$ cat src/rtl/issue_select.sv
// issue_select -- issue stage of the backend scheduler.
//
// Picks one ready scheduler row per cycle with round-robin priority and
// returns two feedback paths to the wakeup logic. The first is an immediate
// free of the granted row. The second is a per-FU clear line, broadcast
// max(lat,1) cycles after issue, that wakes the producer's dependants.
// Dispatch writes each row's FU class and latency.
//
// Ports:
//   clk, rst        clock; synchronous active-low reset
//   alloc_en/row/fu/lat
//                   dispatch write of one row (lat 0 behaves as 1)
//   request_vector  per-row ready requests from the wakeup logic
//   fu_ready        per-FU-class issue permission for this cycle
//   issue_valid/row/fu
//                   registered grant; row and fu are 0 when not valid
//   free_en, free_row_index
//                   copies of issue_valid / issue_row
//   clear_en, clear_lines
//                   bit fu*NUM_ROWS+row pulses when that producer completes
//   row_busy        row is allocated or still has a clear outstanding
module issue_select #(
  parameter int NUM_ROWS = 8,
  parameter int NUM_FUS  = 4,
  parameter int LAT_W    = 3
) (
  input  logic                          clk,
  input  logic                          rst,
  input  logic                          alloc_en,
  input  logic [$clog2(NUM_ROWS)-1:0]   alloc_row,
  input  logic [$clog2(NUM_FUS)-1:0]    alloc_fu,
  input  logic [LAT_W-1:0]              alloc_lat,
  input  logic [NUM_ROWS-1:0]           request_vector,
  input  logic [NUM_FUS-1:0]            fu_ready,
  output logic                          issue_valid,
  output logic [$clog2(NUM_ROWS)-1:0]   issue_row,
  output logic [$clog2(NUM_FUS)-1:0]    issue_fu,
  output logic                          free_en,
  output logic [$clog2(NUM_ROWS)-1:0]   free_row_index,
  output logic                          clear_en,
  output logic [NUM_ROWS*NUM_FUS-1:0]   clear_lines,
  output logic [NUM_ROWS-1:0]           row_busy
);

  localparam int ROW_W = $clog2(NUM_ROWS);
  localparam int FU_W  = $clog2(NUM_FUS);

  // Per-row control state.
  logic [NUM_ROWS-1:0] alloc_q, alloc_d;
  logic [LAT_W-1:0]    cnt_q [NUM_ROWS];
  logic [LAT_W-1:0]    cnt_d [NUM_ROWS];
  // One-cycle clear pulse, registered when the row's counter reads 1.
  logic [NUM_ROWS-1:0] clr_q, clr_d;
  logic [ROW_W-1:0]    rr_ptr_q, rr_ptr_d;

  // Per-row payload written at dispatch.
  logic [FU_W-1:0]     fu_q  [NUM_ROWS];
  logic [LAT_W-1:0]    lat_q [NUM_ROWS];

  logic                issue_valid_q, issue_valid_d;
  logic [ROW_W-1:0]    issue_row_q, issue_row_d;
  logic [FU_W-1:0]     issue_fu_q, issue_fu_d;

  logic [NUM_ROWS-1:0] eligible;
  logic                grant_valid;
  logic [ROW_W-1:0]    grant_row;
  logic                hi_hit;
  logic [ROW_W-1:0]    hi_row, lo_row;
  logic [LAT_W-1:0]    alloc_lat_eff;

  // A latency of 0 is stored as 1 so the countdown always runs at least once.
  assign alloc_lat_eff = (alloc_lat == '0) ? LAT_W'(1) : alloc_lat;

  // Round-robin select. The scan runs from the top row down so that the
  // last hit is the lowest row. hi_* is the lowest eligible row at or above
  // rr_ptr. lo_* is the lowest eligible row overall, which is the wrap-around
  // choice when nothing sits at or above the pointer.
  always_comb begin
    // NOTE: every variable written here gets a default first, so no path can infer a latch.
    eligible = '0;
    hi_hit   = 1'b0;
    hi_row   = '0;
    lo_row   = '0;
    grant_valid = 1'b0;
    for (int r = NUM_ROWS - 1; r >= 0; r--) begin
      eligible[r] = request_vector[r] & alloc_q[r] & fu_ready[fu_q[r]];
      if (eligible[r]) begin
        grant_valid = 1'b1;
        lo_row      = ROW_W'(r);
        if (ROW_W'(r) >= rr_ptr_q) begin
          hi_hit = 1'b1;
          hi_row = ROW_W'(r);
        end
      end
    end
    grant_row = hi_hit ? hi_row : lo_row;
  end

  // Next-state logic.
  always_comb begin
    alloc_d       = alloc_q;
    rr_ptr_d      = rr_ptr_q;
    clr_d         = '0;
    issue_valid_d = grant_valid;
    issue_row_d   = '0;
    issue_fu_d    = '0;
    cnt_d         = cnt_q;

    if (grant_valid) begin
      issue_row_d = grant_row;
      issue_fu_d  = fu_q[grant_row];
      rr_ptr_d    = (grant_row == ROW_W'(NUM_ROWS - 1)) ? '0 : grant_row + ROW_W'(1);
    end

    for (int r = 0; r < NUM_ROWS; r++) begin
      clr_d[r] = (cnt_q[r] == LAT_W'(1));
      if (cnt_q[r] != '0) begin
        cnt_d[r] = cnt_q[r] - LAT_W'(1);
      end
      // A granted row is busy, so dispatch cannot target it in the same cycle.
      // The grant branch therefore never competes with the alloc branch.
      if (grant_valid && (grant_row == ROW_W'(r))) begin
        alloc_d[r] = 1'b0;
        cnt_d[r]   = lat_q[r];
      end else if (alloc_en && (alloc_row == ROW_W'(r))) begin
        alloc_d[r] = 1'b1;
      end
    end
  end

  // Control state. Reset drops every pending clear.
  always_ff @(posedge clk) begin
    // NOTE: sequential state uses non-blocking assignments only, so every register samples pre-edge values.
    if (!rst) begin
      alloc_q       <= '0;
      cnt_q         <= '{default: '0};
      clr_q         <= '0;
      rr_ptr_q      <= '0;
      issue_valid_q <= 1'b0;
      issue_row_q   <= '0;
      issue_fu_q    <= '0;
    end else begin
      alloc_q       <= alloc_d;
      cnt_q         <= cnt_d;
      clr_q         <= clr_d;
      rr_ptr_q      <= rr_ptr_d;
      issue_valid_q <= issue_valid_d;
      issue_row_q   <= issue_row_d;
      issue_fu_q    <= issue_fu_d;
    end
  end

  // Payload storage.
  always_ff @(posedge clk) begin
    // NOTE: the payload arrays are not reset. They are read only while alloc_q or clr_q qualifies the row.
    if (alloc_en) begin
      fu_q[alloc_row]  <= alloc_fu;
      lat_q[alloc_row] <= alloc_lat_eff;
    end
  end

  // Clear broadcast. fu_q stays stable through the pulse because the row is
  // still busy and cannot be reallocated.
  always_comb begin
    clear_lines = '0;
    for (int r = 0; r < NUM_ROWS; r++) begin
      if (clr_q[r]) begin
        clear_lines[int'(fu_q[r]) * NUM_ROWS + r] = 1'b1;
      end
    end
  end

  // The clear pulse keeps the row busy for its final cycle, after the counter has hit 0.
  always_comb begin
    row_busy = '0;
    for (int r = 0; r < NUM_ROWS; r++) begin
      row_busy[r] = alloc_q[r] | (cnt_q[r] != '0) | clr_q[r];
    end
  end

  assign clear_en       = |clear_lines;
  assign issue_valid    = issue_valid_q;
  assign issue_row      = issue_row_q;
  assign issue_fu       = issue_fu_q;
  assign free_en        = issue_valid_q;
  assign free_row_index = issue_row_q;

endmodule

$ cat config.mk
export PLATFORM = sky130hd
export DESIGN_NAME = issue_select
export DESIGN_NICKNAME = d
export VERILOG_FILES = /design/src/rtl/issue_select.sv
export SDC_FILE = /design/constraint.sdc
export NUM_CORES = 1
export LEC_CHECK = 0
export ABC_CLOCK_PERIOD_IN_PS = 3900
export CAP_MARGIN = 15
export CORE_UTILIZATION = 50
export CTS_BUF_LIST = sky130_fd_sc_hd__clkbuf_16
export DETAILED_ROUTE_END_ITERATION = 8
export PLACE_DENSITY = 0.77
export SYNTH_ARGS = -nofsm -noshare
export SYNTH_HDL_FRONTEND = slang
export SYNTH_SLANG_ARGS = --single-unit
export TNS_END_PERCENT = 20
$ cat constraint.sdc
create_clock -name clk -period 3.9 [get_ports clk]
set_input_delay 1.17 -clock clk [delete_from_list [all_inputs] [get_ports clk]]
set_output_delay 1.17 -clock clk [all_outputs]
set_load 0.01 [all_outputs]
==> metrics.csv, run 1 <==
stage,metric,value,unit
pwr,internal power,2.272,mW
synthesis,Yosys top cell by area,edfxtp_1,
cts,Post-CTS Setup Bufs,0,
critical_path,crit path kind,input pin to flop,
cts,worst skew pair latency,0.34,ns
synthesis,Post-Syn Area per Cell,9.933,µm²
grt,vias in the first global route,3724,
worst_hold_path,worst hold path class,flop to flop,
cells_and_area,final std cells w/o fill,714,
sta,Worst Skew,0.007308,ns
pwr,Sw Share,33.10,%
placed_design,area post-placement,5844,µm²
floorplan,io pins,74,
cells_and_area,ant diodes,0,
grt,first-pass GRT wire length,18890,µm
pwr,Cell Pwr Density,548.4,nW/µm²
floorplan,Cell Rows,35,
routing,Final ANT Viol Nets,0,
sta,final setup violation count,0,
floorplan,Die Wd,100.8,µm
cts,CTS tree,done,
floorplan,Core ar.,9328,µm²
placed_design,Place WS,-0.2458,ns
routing,Total Wirelength,12260,µm
routing,via/cell ratio,5.480,
synthesis,sequential share of the synthesized area,44.74,%
routing,router iterations before antenna repair,5,
sta,final count of hold timing violations,0,
critical_path,CP required,4.13,ns
critical_path,crit path max fanout,7,
pwr,clock share of power,26.3,%
placed_design,Post-DP HPWL,9406,µm
pwr,combinational share of power,36.5,%
cells_and_area,share of cells above drive strength 1,13.16,%
sta,Max Slew Vio Count,0,
synthesis,"Primary FF master, synth",dfxtp_1,
pwr,Final Power,3.397,mW
sta,achievable clock frequency,266.3,MHz
routing,WL per Instance,17.17,µm
synthesis,Post-synth ARST share,0,%
sta,crit share post-route,96.28,%
pwr,VDD IR max,388.1,µV
synthesis,Unique masters post-synth,53,
sta,fin crit period,3.755,ns
cells_and_area,Final #Nets,633,
sta,worst slew pin tran,0.8317,ns
run,MaxCap Viol Count,0,
sta,Fin Hold WS,0.4633,ns
floorplan,initial core utilization,52.29,%
cts,clock sinks,89,
synthesis,cell count after synthesis,491,
cts,htree depth,3,
cells_and_area,Final Instance Area,6193,µm²
pwr,Leak,2.469,nW
grt,initial antenna violation count,0,
placed_design,placed cells,698,
floorplan,DIE HEIGHT,100.8,µm
cells_and_area,Area Growth Syn to Fin,26.99,%
synthesis,Mapped Area,4877,µm²
routing,Remaining DRCs,0,
grt,gr usage total,25.04,%
critical_path,"reg-to-reg slack, setup",0.96,ns
routing,Initial DRC Count,176,
sta,RSZ-0062 raised after global routing,false,
cts,Root Driver,clkbuf_16,
synthesis,synth warn,0,
synthesis,Yosys top cell area share,24.63,%
synthesis,syn nets,544,
sta,Slew HR,44.12,%
synthesis,number of flops mapped to enable cells by yosys,40,
routing,via count,3913,
synthesis,"FF+latch count, synth",89,
pwr,part of the power in registers,37.2,%
grt,largest net degree at the start of global routing,27,
cts,clock buffer count from CTS,9,
critical_path,"Arr. time, crit path",3.98,ns
critical_path,crit end category,flop,
status,status,completed,
cts,clock slew seen by the registers of the worst setup and hold paths,0.07,ns
synthesis,synth top area cells,"edfxtp_1 (25%), dfxtp_1 (20%), ha_1 (7.7%), mux2i_1 (5.3%), nand2_1 (4.4%)",
placed_design,port buffer count,73,
placed_design,placer's final routability congestion estimate,0.9093,
critical_path,Worst setup SP type,input pin,
cts,CTS max path bufs,2,
pwr,net load switching power,1.124,mW
floorplan,die area,10150,µm²
sta,post-route setup slack,0.1452,ns
grt,total gr overflow,0,
[layout make-up]
class / count / area (µm²)
inverter: 25 / 93.84
clock inverter: 7 / 85.08
multi-input combinational: 354 / 2497
timing repair buffer: 101 / 948.4
tap: 129 / 161.4
clock buffer: 9 / 225.2
sequential: 89 / 2182
fill: 745 / 3134
[placed cells by master, fill, tap and decap left out, types with 5 or more instances in the layout]
| cell | netlist | layout |
|---|---|---|
| mux4_2 | 5 | 5 |
| mux2i_1 | 26 | 26 |
| dfxtp_1 | 49 | 49 |
| o21ai_0 | 26 | 26 |
| clkdlybuf4s50_1 | 0 | 70 |
| ha_1 | 30 | 29 |
| nor2_1 | 56 | 56 |
| buf_4 | 5 | 28 |
| edfxtp_1 | 40 | 40 |
| and3b_1 | 5 | 5 |
| nor3b_1 | 8 | 8 |
| nand2_1 | 57 | 57 |
| xnor2_1 | 8 | 8 |
| mux2_2 | 7 | 7 |
| clkbuf_16 | 0 | 9 |
| a21oi_1 | 9 | 9 |
| and3_1 | 12 | 11 |
| inv_1 | 24 | 24 |
| nor2b_1 | 31 | 31 |
| nand3_1 | 10 | 10 |
[synth_stat cells (7+ instances only)]
library cell / number
edfxtp_1: 40
nor3b_1: 8
clkbuf_1: 9
nor2b_1: 31
dfxtp_1: 49
mux2_2: 7
nor2_1: 56
a21oi_1: 9
inv_1: 24
nand2_1: 57
o21ai_0: 26
ha_1: 30
mux2i_1: 26
xnor2_1: 8
nand3_1: 10
and3_1: 12
[registers in the layout, summed over array words and instances, names as in the netlist]
name / cells
fu_q: 16
alloc_q: 8
free_en: 1
free_row_index: 3
cnt_q: 24
clr_q: 8
rr_ptr_q: 3
issue_fu: 2
lat_q: 24
[metrics by stage]
stage | utilization, % | setup TNS, ns
2_1_floorplan | - | 0
3_3_place_gp | 62.66 | -2.272
3_5_place_dp | 62.66 | -4.280
4_1_cts | 65.98 | 0
5_1_grt | 66.40 | 0
6_report | 66.40 | 0
[critical path, stage by stage]
cell	delay [ns]
clkdlybuf4s50_1	0.51
buf_4	0.19
mux4_2	0.46
nand3_2	0.19
and2_1	0.17
a21oi_1	0.08
a211oi_1	0.27
buf_4	0.17
inv_1	0.08
ha_1	0.23
and3_2	0.24
mux2i_1	0.16
nor2b_1	0.06
[cells by family after synthesis]
family	after synthesis	synth area share, %
compound gates	70	9.672
fa+ha+maj	30	7.696
buf+inv	48	4.695
mux	41	9.954
simple gates	205	21.81
flops	89	44.74
xor+xnor	8	1.437
[path summary, 6_finish.rpt]
kind | from | endpoint | cells past startpoint
max | fu_ready[1] | cnt_q[6]$_SDFFE_PN0P_ | 13
min reg2reg | cnt_q[14]$_SDFFE_PN0P_ | clr_q[3]$_SDFF_PN0_ | 1
min | cnt_q[14]$_SDFFE_PN0P_ | clr_q[3]$_SDFF_PN0_ | 1
max reg2reg | fu_q[3][0]$_DFFE_PP_ | cnt_q[6]$_SDFFE_PN0P_ | 11
[power groups by stage]
stage | clock [mW] | combinational (mW) | sequential [mW]
floorplan | 0 | 0.826 | 1.24
global placement | 0 | 1.18 | 1.28
detailed placement | 0 | 1.23 | 1.28
CTS | 0.907 | 1.25 | 1.26
global route | 0.942 | 1.39 | 1.29
finish | 0.893 | 1.24 | 1.26
[repair_timing]
action                     CTS  global route
resized for setup            0            10
hold buffers                 0             0
setup endpoints to repair    0            19
[metal layers]
layer | GRT usage (%) | part of all wire [%] | wire length (µm) | vias up
li1 | - | - | - | 1893
met2 | 42.73 | 49 | 5997 | 133
met3 | 3.190 | 5.6 | 689 | 11
met5 | 0 | 0 | 0 | -
met1 | 33.57 | 45 | 5461 | 1876
met4 | 6.912 | 0.92 | 113 | 0
Note: power is estimated with default switching activity, not from simulation.
==> run 2: changes to the inputs <==
Settings changed: DONT_BUFFER_PORTS from default to 1, PLACE_DENSITY 0.77 to 0.67.
==> run 2 against run 1 <==
Effect of this change: register-to-register slack worse by 0.21 ns; die area unchanged; sequential power is essentially flat; highest routed layer unchanged.
==> metrics.csv, run 2 (synthesis gave the netlist of run 1 again) <==
stage,metric,value,unit,change
critical_path,crit path kind,input pin to flop,,unchanged
pwr,Final Power,3.019,mW,was 3.397 mW
worst_hold_path,worst hold stages,1,,unchanged
pwr,net load switching power,1.024,mW,was 1.124 mW
routing,Remaining DRCs,0,,unchanged
critical_path,CP required,4.13,ns,about the same
routing,Final ANT Viol Nets,0,,unchanged
cts,clock buffer count from CTS,9,,unchanged
grt,gr usage total,23.22,%,was 25.04%
sta,post-route setup TNS,0,ns,unchanged
cells_and_area,"most common cell after layout, fill and taps aside",nand2_1,,was clkdlybuf4s50_1
routing,WL per Instance,18.32,µm,was 17.17 µm
critical_path,"Arr. time, crit path",3.57,ns,was 3.98 ns
critical_path,"reg-to-reg slack, setup",0.75,ns,was 0.96 ns
cells_and_area,biggest regs,"cnt_q (24), lat_q (24), fu_q (16)",,unchanged
placed_design,placer's final routability congestion estimate,0.9228,,was 0.9093
pwr,VDD IR max,296.5,µV,was 388.1 µV
critical_path,Crit-path slowest cell,o22ai_1,,was clkdlybuf4s50_1
routing,Total Wirelength,11290,µm,"was 12,260 µm"
pwr,clock share of power,26.0,%,was 26.3%
cts,CTS tree,done,,unchanged
worst_hold_path,worst hold path class,flop to flop,,unchanged
routing,router iterations before antenna repair,4,,was 5
cts,htree depth,3,,unchanged
routing,via/cell ratio,5.716,,was 5.480
sta,worst slew pin tran,0.9028,ns,was 0.8317 ns
floorplan,io pins,74,,unchanged
placed_design,area post-placement,4926,µm²,was 5844 µm²
floorplan,DIE HEIGHT,100.8,µm,unchanged
pwr,combinational share of power,32.0,%,was 36.5%
floorplan,initial core utilization,52.29,%,unchanged
grt,M1 GR Usage,29.95,%,was 33.57%
pwr,Leak,2.043,nW,was 2.469 nW
critical_path,Worst setup SP type,input pin,,unchanged
placed_design,Post-DP HPWL,8466,µm,was 9406 µm
sta,fin crit period,3.337,ns,was 3.755 ns
sta,crit share post-route,85.56,%,was 96.28%
cts,clock sinks,89,,unchanged
cells_and_area,Final Util,55.71,%,was 66.40%
pwr,internal power,1.995,mW,was 2.272 mW
sta,Max Slew Vio Count,0,,unchanged
grt,first-pass GRT wire length,17530,µm,"was 18,890 µm"
cts,CTS max path bufs,2,,unchanged
cts,Root Driver,clkbuf_16,,unchanged
cells_and_area,Final #Nets,535,,was 633
floorplan,Die Wd,100.8,µm,unchanged
cts,worst skew pair latency,0.34,ns,about the same
critical_path,crit-path cells,"mux2i_1, o22ai_1, o221ai_1, and2_1, nor2_1, o22a_1, inv_1, ha_1, ha_1, nand2_1, nand2_1, o211a_1",,"was clkdlybuf4s50_1, buf_4, mux4_2, nand3_2, and2_1, a21oi_1, a211oi_1, buf_4, inv_1, ha_1, and3_2, mux2i_1, nor2b_1"
grt,total gr overflow,0,,unchanged
cells_and_area,Final Instance Area,5196,µm²,was 6193 µm²
cells_and_area,Area Growth Syn to Fin,6.542,%,was 26.99%
critical_path,Levels on crit path,12,,was 13
grt,M2 GR Usage,38.72,%,was 42.73%
pwr,part of the power in registers,42.0,%,was 37.2%
grt,vias in the first global route,3335,,"was 3,724"
cells_and_area,share of cells above drive strength 1,8.830,%,was 13.16%
cts,hold buffer count at cts,0,,unchanged
floorplan,Core ar.,9328,µm²,unchanged
floorplan,Cell Rows,35,,unchanged
sta,Slew HR,39.35,%,was 44.12%
sta,Worst Skew,0.007674,ns,was 0.007308 ns
run,MaxCap Viol Count,0,,unchanged
status,status,completed,,unchanged
placed_design,port buffer count,0,,was 73
grt,busiest grt layer,met2,,unchanged
grt,GRT met3 Usage,5.132,%,was 3.190%
critical_path,worst path bufs/invs,1,,was 4
grt,initial antenna violation count,0,,unchanged
routing,via count,3521,,"was 3,913"
sta,RSZ-0062 raised after global routing,false,,unchanged
cells_and_area,ant diodes,0,,unchanged
critical_path,crit end category,flop,,unchanged
routing,Initial DRC Count,146,,was 176
sta,final setup violation count,0,,unchanged
critical_path,crit path max fanout,8,,was 7
sta,achievable clock frequency,299.7,MHz,was 266.3 MHz
cts,post_cts resized,0,,unchanged
grt,largest net degree at the start of global routing,46,,was 27
floorplan,die area,10150,µm²,unchanged
pwr,Sw Share,33.91,%,was 33.10%
cts,Post-CTS Setup Bufs,0,,unchanged
cts,clock slew seen by the registers of the worst setup and hold paths,0.06,ns,was 0.07 ns
critical_path,cell family with most CP delay,compound AO/OA/AOI/OAI gates,,was buffers and inverters
cells_and_area,"commonest cells after routing, fill and taps aside","nand2_1 (57), nor2_1 (56), dfxtp_1 (49)",,"was clkdlybuf4s50_1 (70), nand2_1 (57), nor2_1 (56)"
pwr,Cell Pwr Density,581.1,nW/µm²,was 548.4 nW/µm²
critical_path,"slowest stage delay, CP",0.46,ns,was 0.51 ns
sta,final count of hold timing violations,0,,unchanged
critical_path,cell depth of the worst flop-to-flop path,12,,was 11
run 2: changes by cell type in the layout (fill, tap and decap cells not counted), sizes merged:
cell,previous run,this run
bufinv,1,0
clkinvlp,2,0
inv,29,27
clkdlybuf4s50,70,0
dlymetal6s2s,3,0
clkinv,0,5
buf,28,3
run 2: worst reg2reg max path, cell delays in order, from the launching register on:
cell	delay (ns)
edfxtp_1	0.53
mux2i_1	0.20
o22ai_1	0.46
o221ai_1	0.34
and2_1	0.24
nor2_1	0.12
o22a_1	0.25
inv_1	0.11
ha_1	0.23
ha_1	0.24
nand2_1	0.14
nand2_1	0.07
o211a_1	0.12
run 2: per-stage QoR:
stage / hold WS [ns] / cells / setup slack [ns]
global placement: 0.4392 / 600 / 0.4006
finish: 0.4569 / 616 / 0.5633
floorplan: 0.4240 / 491 / 0.4867
detailed placement: 0.4456 / 600 / 0.2895
CTS: 0.4581 / 616 / 0.6038
global route: 0.4817 / 616 / 0.3500
run 2: layer usage:
layer | wire [µm] | vias up
li1 | - | 1692
met2 | 5442 | 120
met4 | 210 | 0
met3 | 760 | 16
met1 | 4872 | 1693
met5 | 0 | -
run 2: layout make-up:
| cell class | count | area, µm² |
|---|---|---|
| clock buffer | 9 | 225.2 |
| clock inverter | 7 | 45.04 |
| fill | 835 | 4131 |
| inverter | 25 | 93.84 |
| multi-input combinational | 354 | 2466 |
| sequential | 89 | 2182 |
| tap | 129 | 161.4 |
| timing repair buffer | 3 | 22.52 |
run 2: path summary, 6_finish.rpt:
path / startpoint / endpoint
max: fu_ready[2] / cnt_q[14]$_SDFFE_PN0P_
min: cnt_q[23]$_SDFFE_PN0P_ / clr_q[0]$_SDFF_PN0_
max reg2reg: fu_q[5][1]$_DFFE_PP_ / cnt_q[14]$_SDFFE_PN0P_
min reg2reg: cnt_q[23]$_SDFFE_PN0P_ / clr_q[0]$_SDFF_PN0_
run 2: power by group through the flow:
stage	clock, mW	sequential, mW	combinational (mW)
6_report	0.786	1.27	0.967
5_1_grt	0.833	1.29	1.11
4_1_cts	0.797	1.27	0.981
3_5_place_dp	0	1.28	0.968
3_3_place_gp	0	1.28	0.932
2_1_floorplan	0	1.24	0.826
==> run 3: changes to the inputs <==
Settings changed: CORE_MARGIN from default to 3.
==> run 3 against run 2 <==
Effect of this change: register-to-register slack improved by 0.07 ns; maximum frequency grew 1.5%; largest power group unchanged; final area is 1.0% higher; flip-flop and latch count unchanged; sequential power about the same; setup slack better by 0.051 ns; global-route usage down 1.0 points; critical endpoint is now cnt_q[11]$_SDFFE_PN0P_; critical path type unchanged; sequential share of layout area down 0.42 points; non-clock buffer count up 1.
==> metrics.csv, run 3 (synthesis gave the netlist of run 1 again) <==
stage,metric,value,unit,change
status,status,completed,,unchanged
critical_path,crit end category,flop,,unchanged
placed_design,port buffer count,0,,unchanged
cts,worst skew pair latency,0.34,ns,about the same
run,MaxCap Viol Count,0,,unchanged
sta,RSZ-0062 raised after global routing,false,,unchanged
placed_design,Place WS,0.3036,ns,was 0.2895 ns
cts,clock sinks,89,,unchanged
sta,final setup violation count,0,,unchanged
cells_and_area,"commonest cells after routing, fill and taps aside","nand2_1 (57), nor2_1 (56), dfxtp_1 (49)",,unchanged
cells_and_area,"most common cell after layout, fill and taps aside",nand2_1,,unchanged
floorplan,Die Wd,104.8,µm,was 100.8 µm
grt,gr usage total,22.22,%,was 23.22%
cells_and_area,biggest regs,"cnt_q (24), lat_q (24), fu_q (16)",,unchanged
cells_and_area,Final #Nets,536,,was 535
grt,vias in the first global route,3555,,"was 3,335"
cells_and_area,Area Growth Syn to Fin,7.619,%,was 6.542%
cells_and_area,layout filler cell count,838,,was 835
critical_path,crit path kind,input pin to flop,,unchanged
cts,clock buffer count from CTS,9,,unchanged
worst_hold_path,worst hold path class,flop to flop,,unchanged
sta,Max Slew Vio Count,0,,unchanged
placed_design,Post-DP HPWL,8859,µm,was 8466 µm
floorplan,DIE HEIGHT,104.8,µm,was 100.8 µm
critical_path,crit path max fanout,8,,unchanged
routing,Initial DRC Count,172,,was 146
sta,Worst Skew,0.006726,ns,was 0.007674 ns
critical_path,Crit-path slowest cell,o311ai_1,,was o22ai_1
cells_and_area,share of cells above drive strength 1,9.446,%,was 8.830%
floorplan,die area,10980,µm²,"was 10,150 µm²"
sta,crit share post-route,84.25,%,was 85.56%
critical_path,crit-path cells,"mux2i_1, o22ai_1, buf_4, o311ai_1, a21oi_1, a211oi_1, buf_4, inv_1, ha_1, and3_1, mux2i_1, nor2b_1",,"was mux2i_1, o22ai_1, o221ai_1, and2_1, nor2_1, o22a_1, inv_1, ha_1, ha_1, nand2_1, nand2_1, o211a_1"
cts,Post-CTS Setup Bufs,0,,unchanged
sta,fin crit period,3.286,ns,was 3.337 ns
cts,CTS max path bufs,2,,unchanged
critical_path,"slowest stage delay, CP",0.39,ns,was 0.46 ns
grt,largest net degree at the start of global routing,46,,unchanged
routing,via count,3525,,"was 3,521"
sta,worst slew pin tran,0.9303,ns,was 0.9028 ns
cts,post_cts resized,0,,unchanged
routing,router iterations before antenna repair,5,,was 4
cts,htree depth,3,,unchanged
sta,post-route setup TNS,0,ns,unchanged
critical_path,CP required,4.13,ns,about the same
placed_design,placed cells,601,,was 600
sta,achievable clock frequency,304.3,MHz,was 299.7 MHz
cells_and_area,final std cells w/o fill,617,,was 616
sta,Slew HR,37.50,%,was 39.35%
floorplan,Core ar.,9371,µm²,was 9328 µm²
floorplan,io pins,74,,unchanged
placed_design,placer's final routability congestion estimate,0.8746,,was 0.9228
pwr,Cell Pwr Density,598.9,nW/µm²,was 581.1 nW/µm²
sta,post-route setup slack,0.6141,ns,was 0.5633 ns
pwr,VDD IR max,355.7,µV,was 296.5 µV
cts,CTS tree,done,,unchanged
cts,clock slew seen by the registers of the worst setup and hold paths,0.06,ns,about the same
routing,via/cell ratio,5.713,,was 5.716
routing,WL per Instance,19.04,µm,was 18.32 µm
critical_path,Worst setup SP type,input pin,,unchanged
critical_path,cell family with most CP delay,compound AO/OA/AOI/OAI gates,,unchanged
routing,Total Wirelength,11750,µm,"was 11,290 µm"
sta,final count of hold timing violations,0,,unchanged
cts,hold buffer count at cts,0,,unchanged
routing,Final ANT Viol Nets,0,,unchanged
grt,total gr overflow,0,,unchanged
sta,Fin Hold WS,0.4640,ns,was 0.4569 ns
grt,first-pass GRT wire length,18850,µm,"was 17,530 µm"
pwr,Leak,2.065,nW,was 2.043 nW
grt,initial antenna violation count,1,,was 0
floorplan,Cell Rows,35,,unchanged
floorplan,initial core utilization,52.04,%,was 52.29%
critical_path,worst path bufs/invs,3,,was 1
routing,Remaining DRCs,0,,unchanged
critical_path,"Arr. time, crit path",3.52,ns,was 3.57 ns
cts,Root Driver,clkbuf_16,,unchanged
==> run 3: cell types whose count changed in the layout (fill, tap and decap cells not counted), sizes merged <==
cell	before	now
buf	3	4
clkinv	5	2
diode	0	1
inv	27	26
clkbuf	9	10
bufinv	0	1
clkinvlp	0	1
==> run 3: metrics by stage <==
step | util, % | power (mW) | cell area (µm²)
floorplan | - | 2.062 | 4877
CTS | 55.98 | 3.177 | 5246
global placement | 52.64 | 2.225 | 4933
detailed placement | 52.64 | 2.276 | 4933
global route | 56.01 | 3.363 | 5249
finish | 56.01 | 3.144 | 5249
==> run 3: area by class of cell <==
cell class,count,area [µm²],share of cell area [%]
Clock inverter,5,62.56,1.192
Timing Repair Buffer,4,30.03,0.5721
Antenna cell,1,2.502,0.04768
Sequential cell,89,2182,41.57
Tap cell,129,161.4,3.075
Inverter,25,93.84,1.788
Multi-Input combinational cell,354,2466,46.98
Clock buffer,10,250.2,4.768
==> run 3: metal layers <==
layer  track usage (%)  up-vias  share of wire, %
li1                  -     1690                 -
met1             25.99     1698                41
met2             38.86      108                51
met3             3.891       29               4.6
met4             11.43        0               3.8
met5                 0        -                 0
==> run 3: path summary, 6_finish.rpt <==
check	from	to	slack [ns]	cells past startpoint
worst min-delay path	cnt_q[11]$_SDFFE_PN0P_	clr_q[4]$_SDFF_PN0_	0.46	1
worst max-delay path	fu_ready[3]	cnt_q[11]$_SDFFE_PN0P_	0.61	12
worst min register to register	cnt_q[11]$_SDFFE_PN0P_	clr_q[4]$_SDFF_PN0_	0.46	1
worst max register to register	fu_q[5][1]$_DFFE_PP_	cnt_q[11]$_SDFFE_PN0P_	0.82	12
==> run 3: report_power, final <==
group	internal [mW]	total (mW)	leakage (nW)	switching, mW
Combinational	0.444	0.979	1.14	0.535
Sequential	1.12	1.26	0.770	0.141
Clock	0.536	0.900	0.152	0.364
Total	2.10	3.14	2.07	1.04
